$ cat config.mk
export PLATFORM = sky130hd
export DESIGN_NAME = sap_bus_arbiter
export DESIGN_NICKNAME = d
export VERILOG_FILES = /design/src/rtl/sap_bus_pkg.sv /design/src/rtl/sap_prio_enc.sv /design/src/rtl/sap_bus_arbiter.sv
export SDC_FILE = /design/constraint.sdc
export NUM_CORES = 1
export LEC_CHECK = 0
export ABC_AREA = 1
export BUFFER_PORTS_ARGS = -buffer_cell sky130_fd_sc_hd__buf_2
export CAP_MARGIN = 10
export CORE_ASPECT_RATIO = 2
export CORE_MARGIN = 1
export CORE_UTILIZATION = 42
export CTS_CLUSTER_DIAMETER = 100
export DETAILED_ROUTE_END_ITERATION = 8
export GPL_TIMING_DRIVEN = 0
export PLACE_DENSITY = 0.78
export SETUP_SLACK_MARGIN = 0.3
export SLEW_MARGIN = 20
export SYNTH_ARGS = -nofsm -noshare
export SYNTH_HDL_FRONTEND = slang
export SYNTH_HIERARCHICAL = 1
export SYNTH_SLANG_ARGS = --single-unit
$ cat constraint.sdc
create_clock -name clk -period 1.3 [get_ports clk]
set_input_delay 0.26 -clock clk [delete_from_list [all_inputs] [get_ports clk]]
set_output_delay 0.26 -clock clk [all_outputs]
set_load 0.01 [all_outputs]
$ cat src/rtl/sap_bus_pkg.sv
// Shared constants for the SAP W-bus: source indices, default sizes and the
// control-word bit positions the control unit uses to build the enable vector.
package sap_bus_pkg;

  localparam int unsigned SAP_WIDTH = 8;
  localparam int unsigned SAP_NSRC  = 5;

  // Bus source indices; a lower index wins when several sources drive at once.
  typedef enum logic [2:0] {
    SRC_ULA = 3'd0,
    SRC_AR  = 3'd1,
    SRC_IR  = 3'd2,
    SRC_MEM = 3'd3,
    SRC_PC  = 3'd4
  } sap_src_e;

  // Positions of the bus-drive enables inside the control word.
  localparam int unsigned EN_ULA = 0;
  localparam int unsigned EN_AR  = 3;
  localparam int unsigned EN_IR  = 6;
  localparam int unsigned EN_MEM = 8;
  localparam int unsigned EN_PC  = 10;

  // Control-word bit that carries the drive enable of a given source.
  function automatic int unsigned ctrl_en_bit(sap_src_e src);
    unique case (src)
      SRC_ULA: return EN_ULA;
      SRC_AR:  return EN_AR;
      SRC_IR:  return EN_IR;
      SRC_MEM: return EN_MEM;
      SRC_PC:  return EN_PC;
      default: return EN_ULA;
    endcase
  endfunction

endpackage

$ cat src/rtl/sap_prio_enc.sv
// Fixed-priority encoder for the bus enables: lowest set index is granted.
// Also flags when more than one enable is set.
module sap_prio_enc import sap_bus_pkg::*; #(
  parameter int unsigned NSRC = SAP_NSRC,
  localparam int unsigned SELW = $clog2(NSRC)
) (
  input  logic [NSRC-1:0] en,
  output logic            any,
  output logic [SELW-1:0] grant,
  output logic            multi
);

  // Scan from the top so the lowest set index is the last (winning) write.
  always_comb begin
    grant = '0;
    for (int i = int'(NSRC) - 1; i >= 0; i--) begin
      if (en[i]) grant = SELW'(i);
    end
  end

  // Clearing the lowest set bit leaves something only if two or more were set.
  always_comb begin
    any   = |en;
    multi = |(en & (en - NSRC'(1)));
  end

endmodule

$ cat src/rtl/sap_bus_arbiter.sv
// Registered W-bus arbiter: muxes the granted source onto the bus one cycle
// later and tracks drive contention with a pulse, a sticky flag and a
// saturating counter.
module sap_bus_arbiter import sap_bus_pkg::*; #(
  parameter int unsigned WIDTH = SAP_WIDTH,
  parameter int unsigned NSRC  = SAP_NSRC,
  parameter int unsigned HOLD  = 1,
  parameter int unsigned CNTW  = 8,
  localparam int unsigned SELW = $clog2(NSRC)
) (
  input  logic                  clk,
  input  logic                  rst_n,
  input  logic [NSRC-1:0]       en,
  input  logic [NSRC*WIDTH-1:0] src_data,
  input  logic                  clr_err,
  output logic [WIDTH-1:0]      bus_out,
  output logic                  bus_valid,
  output logic [SELW-1:0]       bus_sel,
  output logic                  contention,
  output logic                  cont_sticky,
  output logic [CNTW-1:0]       cont_count
);

  logic            any;
  logic            multi;
  logic [SELW-1:0] grant;

  logic [WIDTH-1:0] src_arr [NSRC];

  logic [WIDTH-1:0] bus_out_q, bus_out_d;
  logic             bus_valid_q, bus_valid_d;
  logic [SELW-1:0]  bus_sel_q, bus_sel_d;
  logic             cont_q, cont_d;
  logic             sticky_q, sticky_d;
  logic [CNTW-1:0]  count_q, count_d;

  for (genvar i = 0; i < int'(NSRC); i++) begin : g_src
    assign src_arr[i] = src_data[i*WIDTH +: WIDTH];
  end

  sap_prio_enc #(
    .NSRC (NSRC)
  ) u_prio_enc (
    .en    (en),
    .any   (any),
    .grant (grant),
    .multi (multi)
  );

  // Next bus state: load the granted source, otherwise hold or clear the data.
  always_comb begin
    bus_out_d   = bus_out_q;
    bus_valid_d = 1'b0;
    bus_sel_d   = bus_sel_q;
    if (any) begin
      bus_out_d   = src_arr[grant];
      bus_valid_d = 1'b1;
      bus_sel_d   = grant;
    end else if (HOLD == 0) begin
      bus_out_d = '0;
    end
  end

  // Contention tracking; clear beats a coincident contention for sticky/count.
  always_comb begin
    cont_d   = multi;
    sticky_d = sticky_q;
    count_d  = count_q;
    if (clr_err) begin
      sticky_d = 1'b0;
      count_d  = '0;
    end else if (multi) begin
      sticky_d = 1'b1;
      if (count_q != '1) count_d = count_q + CNTW'(1);
    end
  end

  // All outputs are registered and cleared asynchronously.
  always_ff @(posedge clk or negedge rst_n) begin
    if (!rst_n) begin
      bus_out_q   <= '0;
      bus_valid_q <= 1'b0;
      bus_sel_q   <= '0;
      cont_q      <= 1'b0;
      sticky_q    <= 1'b0;
      count_q     <= '0;
    end else begin
      bus_out_q   <= bus_out_d;
      bus_valid_q <= bus_valid_d;
      bus_sel_q   <= bus_sel_d;
      cont_q      <= cont_d;
      sticky_q    <= sticky_d;
      count_q     <= count_d;
    end
  end

  assign bus_out     = bus_out_q;
  assign bus_valid   = bus_valid_q;
  assign bus_sel     = bus_sel_q;
  assign contention  = cont_q;
  assign cont_sticky = sticky_q;
  assign cont_count  = count_q;

endmodule

==> flow_summary_export.csv, run 1 <==
group,metric,value,unit
cells_and_area,area_growth,67.4,%
place,dpl.hpwl,3.01,mm
clock_tree,cts_root_buf,"clkbuf_8",
logic_synthesis,syn_area,1460,µm²
timing,clock.fmax,0.803,GHz
routing,antenna_left,0,
logic_synthesis,yosysSeqAreaShare,37.7,%
timing,setup_viol,0,
logic_synthesis,yosys.cell_types.count,24,
global_route,grtUsageTotal,24.3,%
global_route,grt_pass1_vias,1710,
critical_path,critPathTopFamily,"simple AND/OR/NAND/NOR gates",
critical_path,rrSetupSlack,0.05,ns
logic_synthesis,synth.net_count,264,
critical_path,critPathMaxStageDelay,0.42,ns
clock_tree,cts_sinks,22,
global_route,antenna_found_initial,0,
critical_path,worstPathCellList,"ha_4 -> nand2_4 -> nor2_4 -> nand3_2 -> nand2_4 -> inv_4 -> nand2_2 -> nand2_1",
logic_synthesis,syn_inst,215,
cells_and_area,antenna_cells,0,
clock_tree,cts.htree.levels,1,
place,dpl-instance-area,1880,µm²
logic_synthesis,yosys.area_share.simple,37.0,%
cells_and_area,multi_input_area,995,µm²
critical_path,worst_ep_arrival_time,1.40,ns
global_route,grt.overflow.total,0,
flow_run,max-cap-violations,0,
logic_synthesis,yosysTopAreaCell,"dfrtp_1",
timing,hold_viol_final,0,
critical_path,crit_path_start,"cont_count[1]",
routing,route.detailed.drc,5,
die,coreArea,3340,µm²
cells_and_area,fillers,257,
critical_path,cp_max_fo,8,
cells_and_area,final_area,2440,µm²
clock_tree,cts_buffers,3,
timing,rsz0062_at_grt,"yes",
global_route,grt_max_degree,23,
logic_synthesis,synth-compound-area-share,14.1,%
logic_synthesis,ys_warn_count,6,
critical_path,crit-reg2reg-launch,"cont_count[1]",
die,start_util,43.7,%
routing,first_pass_iters,6,
power,power.density,785,nW/µm²
logic_synthesis,syn_avg_cell_area,6.79,µm²
logic_synthesis,synth_top_area_share,37.7,%
clock_tree,cts.path.max_buffers,2,
logic_synthesis,muxShareOfSynthArea,0,%
timing,period_needed,1.25,ns
place,place_congestion,0.788,
timing,setup_slack,0.0541,ns
timing,slew_violations,0,
routing,route.vias.total,1788,
cells_and_area,nets,363,
place,dp_slack,-0.174,ns
critical_path,slowest_stage,"dfrtp_1",
routing,wl,4.55,mm
die,die_h,85.4,µm
hold_path,hold_start,"clr_err",
critical_path,required,1.46,ns
routing,wl_per_cell,13.2,µm
logic_synthesis,synth_top_family_by_area,"simple AND/OR/NAND/NOR gates",
critical_path,critical_path_class,"flop to flop",
routing,viasPerCell,5.18,
die,dieArea,3730,µm²
critical_path,critPathBufInv,1,
die,ioPinCount,70,
logic_synthesis,ys_ff_latch,22,
timing,period_share,95.8,%
clock_tree,clk_latency,0.26,ns
critical_path,cp_common_cell,"nand2_4",
logic_synthesis,synth_area_leaders,"dfrtp_1 (38%), nand2_1 (14%), nor2_1 (11%)",
critical_path,start_kind,"flop",
cells_and_area,drive_gt1_share,55.3,%
timing,final.setup_skew,0.00408,ns
cells_and_area,layout.area.seq,553,µm²
power,leakage,0.00124,µW
run_status,outcome,"complete, but fails checks",
timing,max_slew_margin,68.6,%
timing,worst_pin_slew,0.472,ns
place,io_buffers,69,
run_status,violations,"DRC",
global_route,grt_pass1_wl,6.96,mm
clock_tree,clkTransAtPathRegs,0.08,ns
routing,drtIter0Drc,44,
cells_and_area,utilization,73.1,%
die,fp.dieW,43.7,µm
hold_path,min_path_type,"input port to flop",
die,rows,30,
power,peakVddDrop,464,µV
logic_synthesis,synth_fa_ha_area_share,0.857,%
critical_path,cp-end-kind,"flop",
logic_synthesis,synth-xor-area-share,0.600,%
clock_tree,cts_tree,"built",
-- flip-flops by register name, indices dropped and copies added (netlist names) --
| name | cells |
|---|---|
| bus_out | 8 |
| cont_sticky | 1 |
| contention | 1 |
| cont_count | 8 |
| bus_valid | 1 |
| bus_sel | 3 |
-- worst reg2reg max path: cells and delay by family, from the launching register on --
kind / cells / cell delay [ns]
AND/OR/NAND/NOR: 6 / 0.50
flip-flops: 1 / 0.42
adder cells (fa/ha/maj): 1 / 0.18
buffers and inverters: 1 / 0.05
-- metal layers --
metal,global-route usage (%),vias to the layer above,wire length [µm]
met1,23.0,845,1570
li1,-,877,-
met4,10.2,0,87
met5,0,-,0
met3,1.70,8,122
met2,48.8,58,2770
-- kinds of logic (layout without fill, tap and decap cells) --
| group | after synthesis | in the layout |
|---|---|---|
| buffers and inverters | 29 | 127 |
| AO/OA/AOI/OAI | 38 | 38 |
| flip-flops | 22 | 22 |
| adder cells (fa/ha/maj) | 1 | 1 |
| XOR/XNOR | 1 | 1 |
| AND/OR/NAND/NOR | 124 | 124 |
-- synthesized netlist by cell type --
master    count
a21oi_1       4
nor3_1        1
o21ai_0      19
nand3_2       1
ha_1          1
nand2_1      55
nand3_1      17
nand2_4       1
inv_2         3
nor2_1       42
o21bai_1      3
dfrtp_1      22
a21oi_2       1
inv_4         1
nor2_4        2
nand3_4       1
o21ai_1      10
nor2_2        3
buf_6         4
inv_1        20
buf_2         1
o21ai_2       1
xor2_1        1
nand2_2       1
-- final timing paths --
check                                     end  cells past startpoint
worst max register to register  cont_count[3]                      8
max in group asynchronous       cont_count[5]                      2
min in group asynchronous          contention                      2
worst min-delay path              cont_sticky                      2
worst min register to register     bus_out[5]                      2
worst max-delay path            cont_count[3]                      8
-- stage by stage --
stage | hold slack (ns) | cells | TNS [ns] | total power (µW)
final | 0.205 | 345 | 0 | 1920
after global routing | 0.214 | 345 | -0.000332 | 2010
after CTS | 0.204 | 339 | 0 | 1830
after detailed placement | 0.244 | 316 | -1.85 | 1200
after global placement | 0.244 | 316 | -1.44 | 1200
after floorplan | -0.0356 | 215 | 0 | 1010
-- power breakdown --
group | switching (µW) | internal (µW) | total [µW]
combinational | 335 | 323 | 658
sequential | 39.3 | 738 | 778
clock | 213 | 270 | 483
total | 588 | 1330 | 1920
-- cell usage in the layout (no fill, tap or decap), drive strengths merged --
cell type | Yosys | layout
buf | 5 | 98
nand2 | 57 | 57
nor2 | 47 | 47
o21ai | 30 | 30
inv | 24 | 24
dfrtp | 22 | 22
nand3 | 19 | 19
a21oi | 5 | 5
clkbuf | 0 | 4
o21bai | 3 | 3
xor2 | 1 | 1
ha | 1 | 1
dlygate4sd3 | 0 | 1
nor3 | 1 | 1
-- repair_timing --
action / 4_1_cts / 5_1_grt
setup endpoints to repair: 38 / 39
resized for setup: 55 / 46
gates cloned: 2 / 0
hold buffers: 1 / 0
endpoints found under the hold margin: 22 / 0
buffers inserted: 16 / 6
pin swaps: 34 / 23
-- final cells by class --
| type | instances | area share [%] |
|---|---|---|
| Multi-Input combinational cell | 164 | 40.7 |
| Timing Repair Buffer | 94 | 26.0 |
| Sequential cell | 22 | 22.6 |
| Inverter | 24 | 4.51 |
| Buffer | 5 | 2.30 |
| Clock buffer | 4 | 2.25 |
| Tap cell | 32 | 1.64 |
Note: power is estimated with default switching activity, not from simulation.
==> run 2, diff against run 1 <==
--- a/config.mk
+++ b/config.mk
@@ -15,7 +15,6 @@
 export DETAILED_ROUTE_END_ITERATION = 8
 export GPL_TIMING_DRIVEN = 0
 export PLACE_DENSITY = 0.78
-export SETUP_SLACK_MARGIN = 0.3
 export SLEW_MARGIN = 20
 export SYNTH_ARGS = -nofsm -noshare
 export SYNTH_HDL_FRONTEND = slang
==> run 2 against run 1 <==
  * The flow still finishes with violations (DRC)
  * Worst setup slack improved by 0.0035 ns
  * Total power fell by 13%
  * Clock power is 2% lower
  * Worst hold slack gained 0.033 ns
  * Sequential share of layout area increased by 5.4 points
  * Critical path depth decreased by 1
  * Final cell count shrank 6.1%
  * Count of clock-buffer cells in the layout did not move
  * Sequential power decreased by 0.8%
  * Via count fell by 10%
  * Global-route usage down 4.1 points
==> flow_summary_export.csv, run 2 (synthesized netlist as in run 1, its figures left out) <==
group,metric,value,unit
hold_path,hold_depth,2,
critical_path,cp-end-kind,"flop",
die,die_h,85.4,µm
critical_path,required,1.44,ns
critical_path,crit_path_start,"cont_count[0]",
critical_path,worst_ep_arrival_time,1.38,ns
power,power.density,853,nW/µm²
clock_tree,cts.htree.levels,1,
hold_path,hold_start,"clr_err",
timing,max_slew_margin,68.5,%
global_route,grt_pass1_wl,5.91,mm
place,dpl.hpwl,2.94,mm
power,intPower,1200,µW
critical_path,start_kind,"flop",
die,rows,30,
clock_tree,cts_buffers,3,
place,io_buffers,69,
run_status,violations,"DRC",
cells_and_area,nets,342,
critical_path,crit-reg2reg-launch,"cont_count[0]",
global_route,antenna_found_initial,0,
cells_and_area,drive_gt1_share,34.9,%
die,start_util,43.7,%
critical_path,rrSetupSlack,0.06,ns
cells_and_area,layout.area.seq,551,µm²
global_route,grtUsageTotal,20.2,%
cells_and_area,mostFrequentLayoutCell,"buf_2",
critical_path,ff2ff_path_depth,7,
global_route,grt_pass1_vias,1446,
timing,period_needed,1.24,ns
timing,worst_pin_slew,0.473,ns
routing,route.vias.total,1602,
die,fp.dieW,43.7,µm
timing,period_share,95.6,%
power,pwr-share-clk,28.4,%
flow_run,max-cap-violations,0,
cells_and_area,area_growth,34.6,%
critical_path,r2r-end,"cont_count[2]",
timing,hold_slack,0.238,ns
power,peakVddDrop,509,µV
place,place_inst,316,
global_route,grt_max_degree,23,
routing,first_pass_iters,6,
clock_tree,cts_sinks,22,
power,pwr-share-comb,25.6,%
routing,drtIter0Drc,23,
clock_tree,cts_tree,"built",
clock_tree,clk_latency,0.26,ns
timing,slew_violations,0,
critical_path,critical_path_class,"flop to flop",
cells_and_area,fillers,324,
timing,setup_viol,0,
cells_and_area,antenna_cells,0,
routing,antenna_left,0,
cells_and_area,instances_no_fill,324,
clock_tree,cts.path.max_buffers,2,
power,p_switching,478,µW
timing,clock.fmax,0.805,GHz
timing,final.setup_skew,0.00384,ns
clock_tree,cts_root_buf,"clkbuf_8",
power,leakage,0.00109,µW
cells_and_area,utilization,58.8,%
timing,hold_viol_final,0,
clock_tree,clkTransAtPathRegs,0.07,ns
power,p_seq_share,46.1,%
die,dieArea,3730,µm²
die,ioPinCount,70,
run_status,outcome,"complete, but fails checks",
power,power,1680,µW
routing,route.detailed.drc,2,
routing,wl,3.63,mm
routing,wl_per_cell,11.2,µm
die,coreArea,3340,µm²
timing,rsz0062_at_grt,"yes",
place,place_congestion,0.810,
global_route,grt.overflow.total,0,
hold_path,min_path_type,"input port to flop",
cells_and_area,multi_input_area,797,µm²
critical_path,cp_max_fo,5,
hold_path,min_to,"cont_sticky",
cells_and_area,layout_common_cells,"buf_2 (69), nand2_1 (53), nor2_1 (40)",
power,switching_share,28.5,%
routing,viasPerCell,4.94,
[run 2: cell types whose count changed in the layout (fill, tap and decap cells not counted), moves of 6 or more]
| cell | change |
|---|---|
| o21ai_2 | -21 |
| nor2_2 | -11 |
| buf_6 | -10 |
| buf_4 | -14 |
| o21ai_0 | +17 |
| buf_2 | +7 |
| nor2_1 | +16 |
| o21ai_1 | +6 |
[run 2: worst max-delay path by stage]
stage                         end  slack, ns
floorplan           cont_count[3]       0.04
global placement       bus_out[5]      -0.19
global route        cont_count[2]      -0.03
CTS                 cont_count[2]       0.01
finish              cont_count[2]       0.06
detailed placement     bus_out[6]      -0.18
[run 2: per-stage QoR]
step	setup TNS, ns	area [µm²]	setup WS [ns]
6_report	0	1970	0.0576
5_1_grt	-0.0274	1970	-0.0263
4_1_cts	0	1930	0.0138
3_5_place_dp	-2.23	1850	-0.184
3_3_place_gp	-1.87	1850	-0.187
2_1_floorplan	0	1460	0.0383
[run 2: final cells by class]
class                   instances  area share [%]
multi-input cells             164            40.5
flip-flops and latches         22            28.0
repair buffers                 73            19.4
inverters                      24            4.71
clock buffers                   4            2.80
plain buffers                   5            2.55
well taps                      32            2.04
[run 2: power by group through the flow]
stage | sequential, µW | clock, µW | combinational [µW]
final | 772 | 475 | 428
after global routing | 779 | 515 | 485
after CTS | 772 | 495 | 423
after detailed placement | 790 | 0 | 402
after global placement | 788 | 0 | 398
after floorplan | 812 | 0 | 192
[run 2: timing repair]
action,in CTS,in global routing
resized for setup,1,9
hold buffers,1,0
endpoints found under the setup margin,7,12
pin swaps,1,3
endpoints found under the hold margin,22,0
setup buffers,2,1
[run 2: metal layers]
metal	vias up	wire length [µm]	global-route usage, %
li1	835	-	-
met1	715	1280	19.8
met2	48	2200	41.2
met3	4	107	0.426
met4	0	40	6.82
met5	-	0	0
[run 2: worst max-delay path, stage by stage, from the launching register on]
cell     delay, ns
dfrtp_1       0.39
ha_2          0.21
nand2_4       0.08
nor2_4        0.05
a21oi_4       0.19
nand2_1       0.08
nand2_1       0.09
nor2_2        0.05
==> run 3, diff against run 2 <==
==> constraint.sdc (replaced) <==
create_clock -name clk -period 1 [get_ports clk]
set_input_delay 0.2 -clock clk [delete_from_list [all_inputs] [get_ports clk]]
set_output_delay 0.2 -clock clk [all_outputs]
set_load 0.01 [all_outputs]
==> run 3 against run 2 <==
  * The run ends with DRC, setup timing left
  * Clock power rose by 30%
  * Global-route usage rose by 4.8 points
  * Total power rose by 50%
  * Critical path depth rose by 1
  * Worst setup slack got worse by 0.38 ns
  * Register-to-register slack got worse by 0.38 ns
  * Sequential share of layout area fell by 5.8 points
  * Fmax fell by 6.3%
  * Largest cell class unchanged
  * Highest routed layer unchanged
==> flow_summary_export.csv, run 3 (synthesized netlist as in run 1, its figures left out) <==
group,metric,value,unit
place,dpl-instance-area,1870,µm²
global_route,grt_max_degree,23,
routing,first_pass_iters,6,
critical_path,critical_path_class,"flop to flop",
cells_and_area,nets,366,
clock_tree,cts.htree.levels,1,
die,die_h,85.4,µm
place,dpl.hpwl,2.96,mm
power,leakage,0.00127,µW
routing,route.detailed.drc,4,
clock_tree,clk_latency,0.26,ns
cells_and_area,final_area,2490,µm²
timing,slew_violations,0,
clock_tree,cts_sinks,22,
timing,final.setup_skew,0.00214,ns
cells_and_area,area_growth,70.5,%
clock_tree,clkTransAtPathRegs,0.07,ns
critical_path,cp-end-kind,"flop",
timing,hold_slack,0.158,ns
global_route,antenna_found_initial,0,
timing,setup_viol,24,
die,rows,30,
global_route,grt_pass1_vias,1694,
timing,clock.fmax,0.754,GHz
critical_path,required,1.20,ns
run_status,outcome,"complete, but fails checks",
global_route,grtUsageTotal,25.0,%
clock_tree,cts_buffers,3,
critical_path,worst_ep_arrival_time,1.53,ns
die,ioPinCount,70,
power,peakVddDrop,610,µV
timing,max_slew_margin,68.3,%
global_route,grt_pass1_wl,7.09,mm
critical_path,critPathTopFamily,"simple AND/OR/NAND/NOR gates",
cells_and_area,layout_common_cells,"buf_2 (64), nand2_1 (52), nor2_1 (23), buf_4 (23), dfrtp_1 (20)",
routing,wl,4.86,mm
place,io_buffers,69,
cells_and_area,mostFrequentLayoutCell,"buf_2",
critical_path,cp_max_fo,8,
place,place_inst,316,
hold_path,min_path_type,"input port to flop",
timing,rsz0062_at_grt,"yes",
cells_and_area,antenna_cells,0,
timing,hold_viol_final,0,
clock_tree,cts.path.max_buffers,2,
die,dieArea,3730,µm²
clock_tree,cts_root_buf,"clkbuf_8",
critical_path,critPathBufInv,1,
timing,period_needed,1.33,ns
flow_run,max-cap-violations,0,
die,start_util,43.7,%
routing,viasPerCell,5.24,
timing,period_share,133,%
routing,antenna_left,0,
run_status,violations,"DRC, setup timing",
routing,route.vias.total,1822,
place,place_congestion,0.794,
die,coreArea,3340,µm²
routing,drtIter0Drc,62,
die,fp.dieW,43.7,µm
critical_path,critPathMaxStageDelay,0.37,ns
cells_and_area,instances_no_fill,348,
clock_tree,cts_tree,"built",
global_route,grt.overflow.total,0,
routing,wl_per_cell,14.0,µm
critical_path,start_kind,"flop",
cells_and_area,drive_gt1_share,55.7,%
critical_path,slowest_stage,"dfrtp_1",
power,power.density,1010,nW/µm²
critical_path,worstPathCellList,"ha_2 -> nand2_4 -> nor2_4 -> nand3_2 -> nand2_4 -> buf_4 -> nand2_1 -> nand2_1",
timing,worst_pin_slew,0.476,ns
timing,setup_slack,-0.326,ns
-- run 3: changes by cell type in the layout (fill, tap and decap cells not counted), moves of 3 or more --
cell | before | now
buf_12 | 0 | 3
buf_2 | 69 | 64
buf_4 | 4 | 23
buf_6 | 4 | 9
inv_1 | 19 | 16
nand3_1 | 17 | 13
nand3_2 | 1 | 4
nor2_1 | 40 | 23
nor2_2 | 4 | 15
nor2_4 | 3 | 9
o21ai_0 | 19 | 4
o21ai_1 | 10 | 5
o21ai_2 | 1 | 16
o21ai_4 | 0 | 5
-- run 3: final timing paths --
kind                       cells past startpoint            end     startpoint  slack (ns)
max in group asynchronous                      2  cont_count[5]          rst_n        0.21
min in group asynchronous                      2  cont_count[7]          rst_n        0.43
hold reg to reg                                2    cont_sticky    cont_sticky        0.50
setup / recovery                               8  cont_count[1]  cont_count[1]       -0.33
setup reg to reg                               8  cont_count[1]  cont_count[1]       -0.33
hold / removal                                 2    cont_sticky        clr_err        0.16
-- run 3: cell type report --
class / instances / area (µm²)
fill: 250 / 851
multi-input combinational: 164 / 1020
timing repair buffer: 97 / 653
sequential: 22 / 553
buffer: 5 / 53.8
tap: 32 / 40.0
inverter: 24 / 110
clock buffer: 4 / 55.1
-- run 3: repair_timing --
action / CTS / global route
setup endpoints to repair: 25 / 38
cloned: 2 / 0
pin swaps: 31 / 23
hold endpoints to repair: 22 / 0
buffers inserted: 12 / 15
resized for setup: 56 / 43
hold buffers: 1 / 0
-- run 3: metal layers --
| layer | vias to the layer above | wire [µm] | track usage (%) |
|---|---|---|---|
| li1 | 887 | - | - |
| met1 | 839 | 1600 | 23.1 |
| met2 | 78 | 2880 | 48.6 |
| met3 | 18 | 209 | 2.34 |
| met4 | 0 | 172 | 14.2 |
| met5 | - | 0 | 0 |
-- run 3: stage by stage --
step / total power, µW / TNS (ns) / util, % / setup slack [ns]
floorplan: 1310 / -2.25 / - / -0.251
global placement: 1550 / -5.69 / 56.1 / -0.383
detailed placement: 1560 / -6.39 / 56.1 / -0.416
CTS: 2340 / -1.82 / 66.3 / -0.219
global route: 2630 / -4.75 / 74.5 / -0.394
finish: 2520 / -3.35 / 74.5 / -0.326
-- run 3: power by group --
part	internal, µW	leakage (µW)	switching [µW]
sequential	960	0.000269	40.9
combinational	431	0.000974	466
clock	350	0.0000288	269
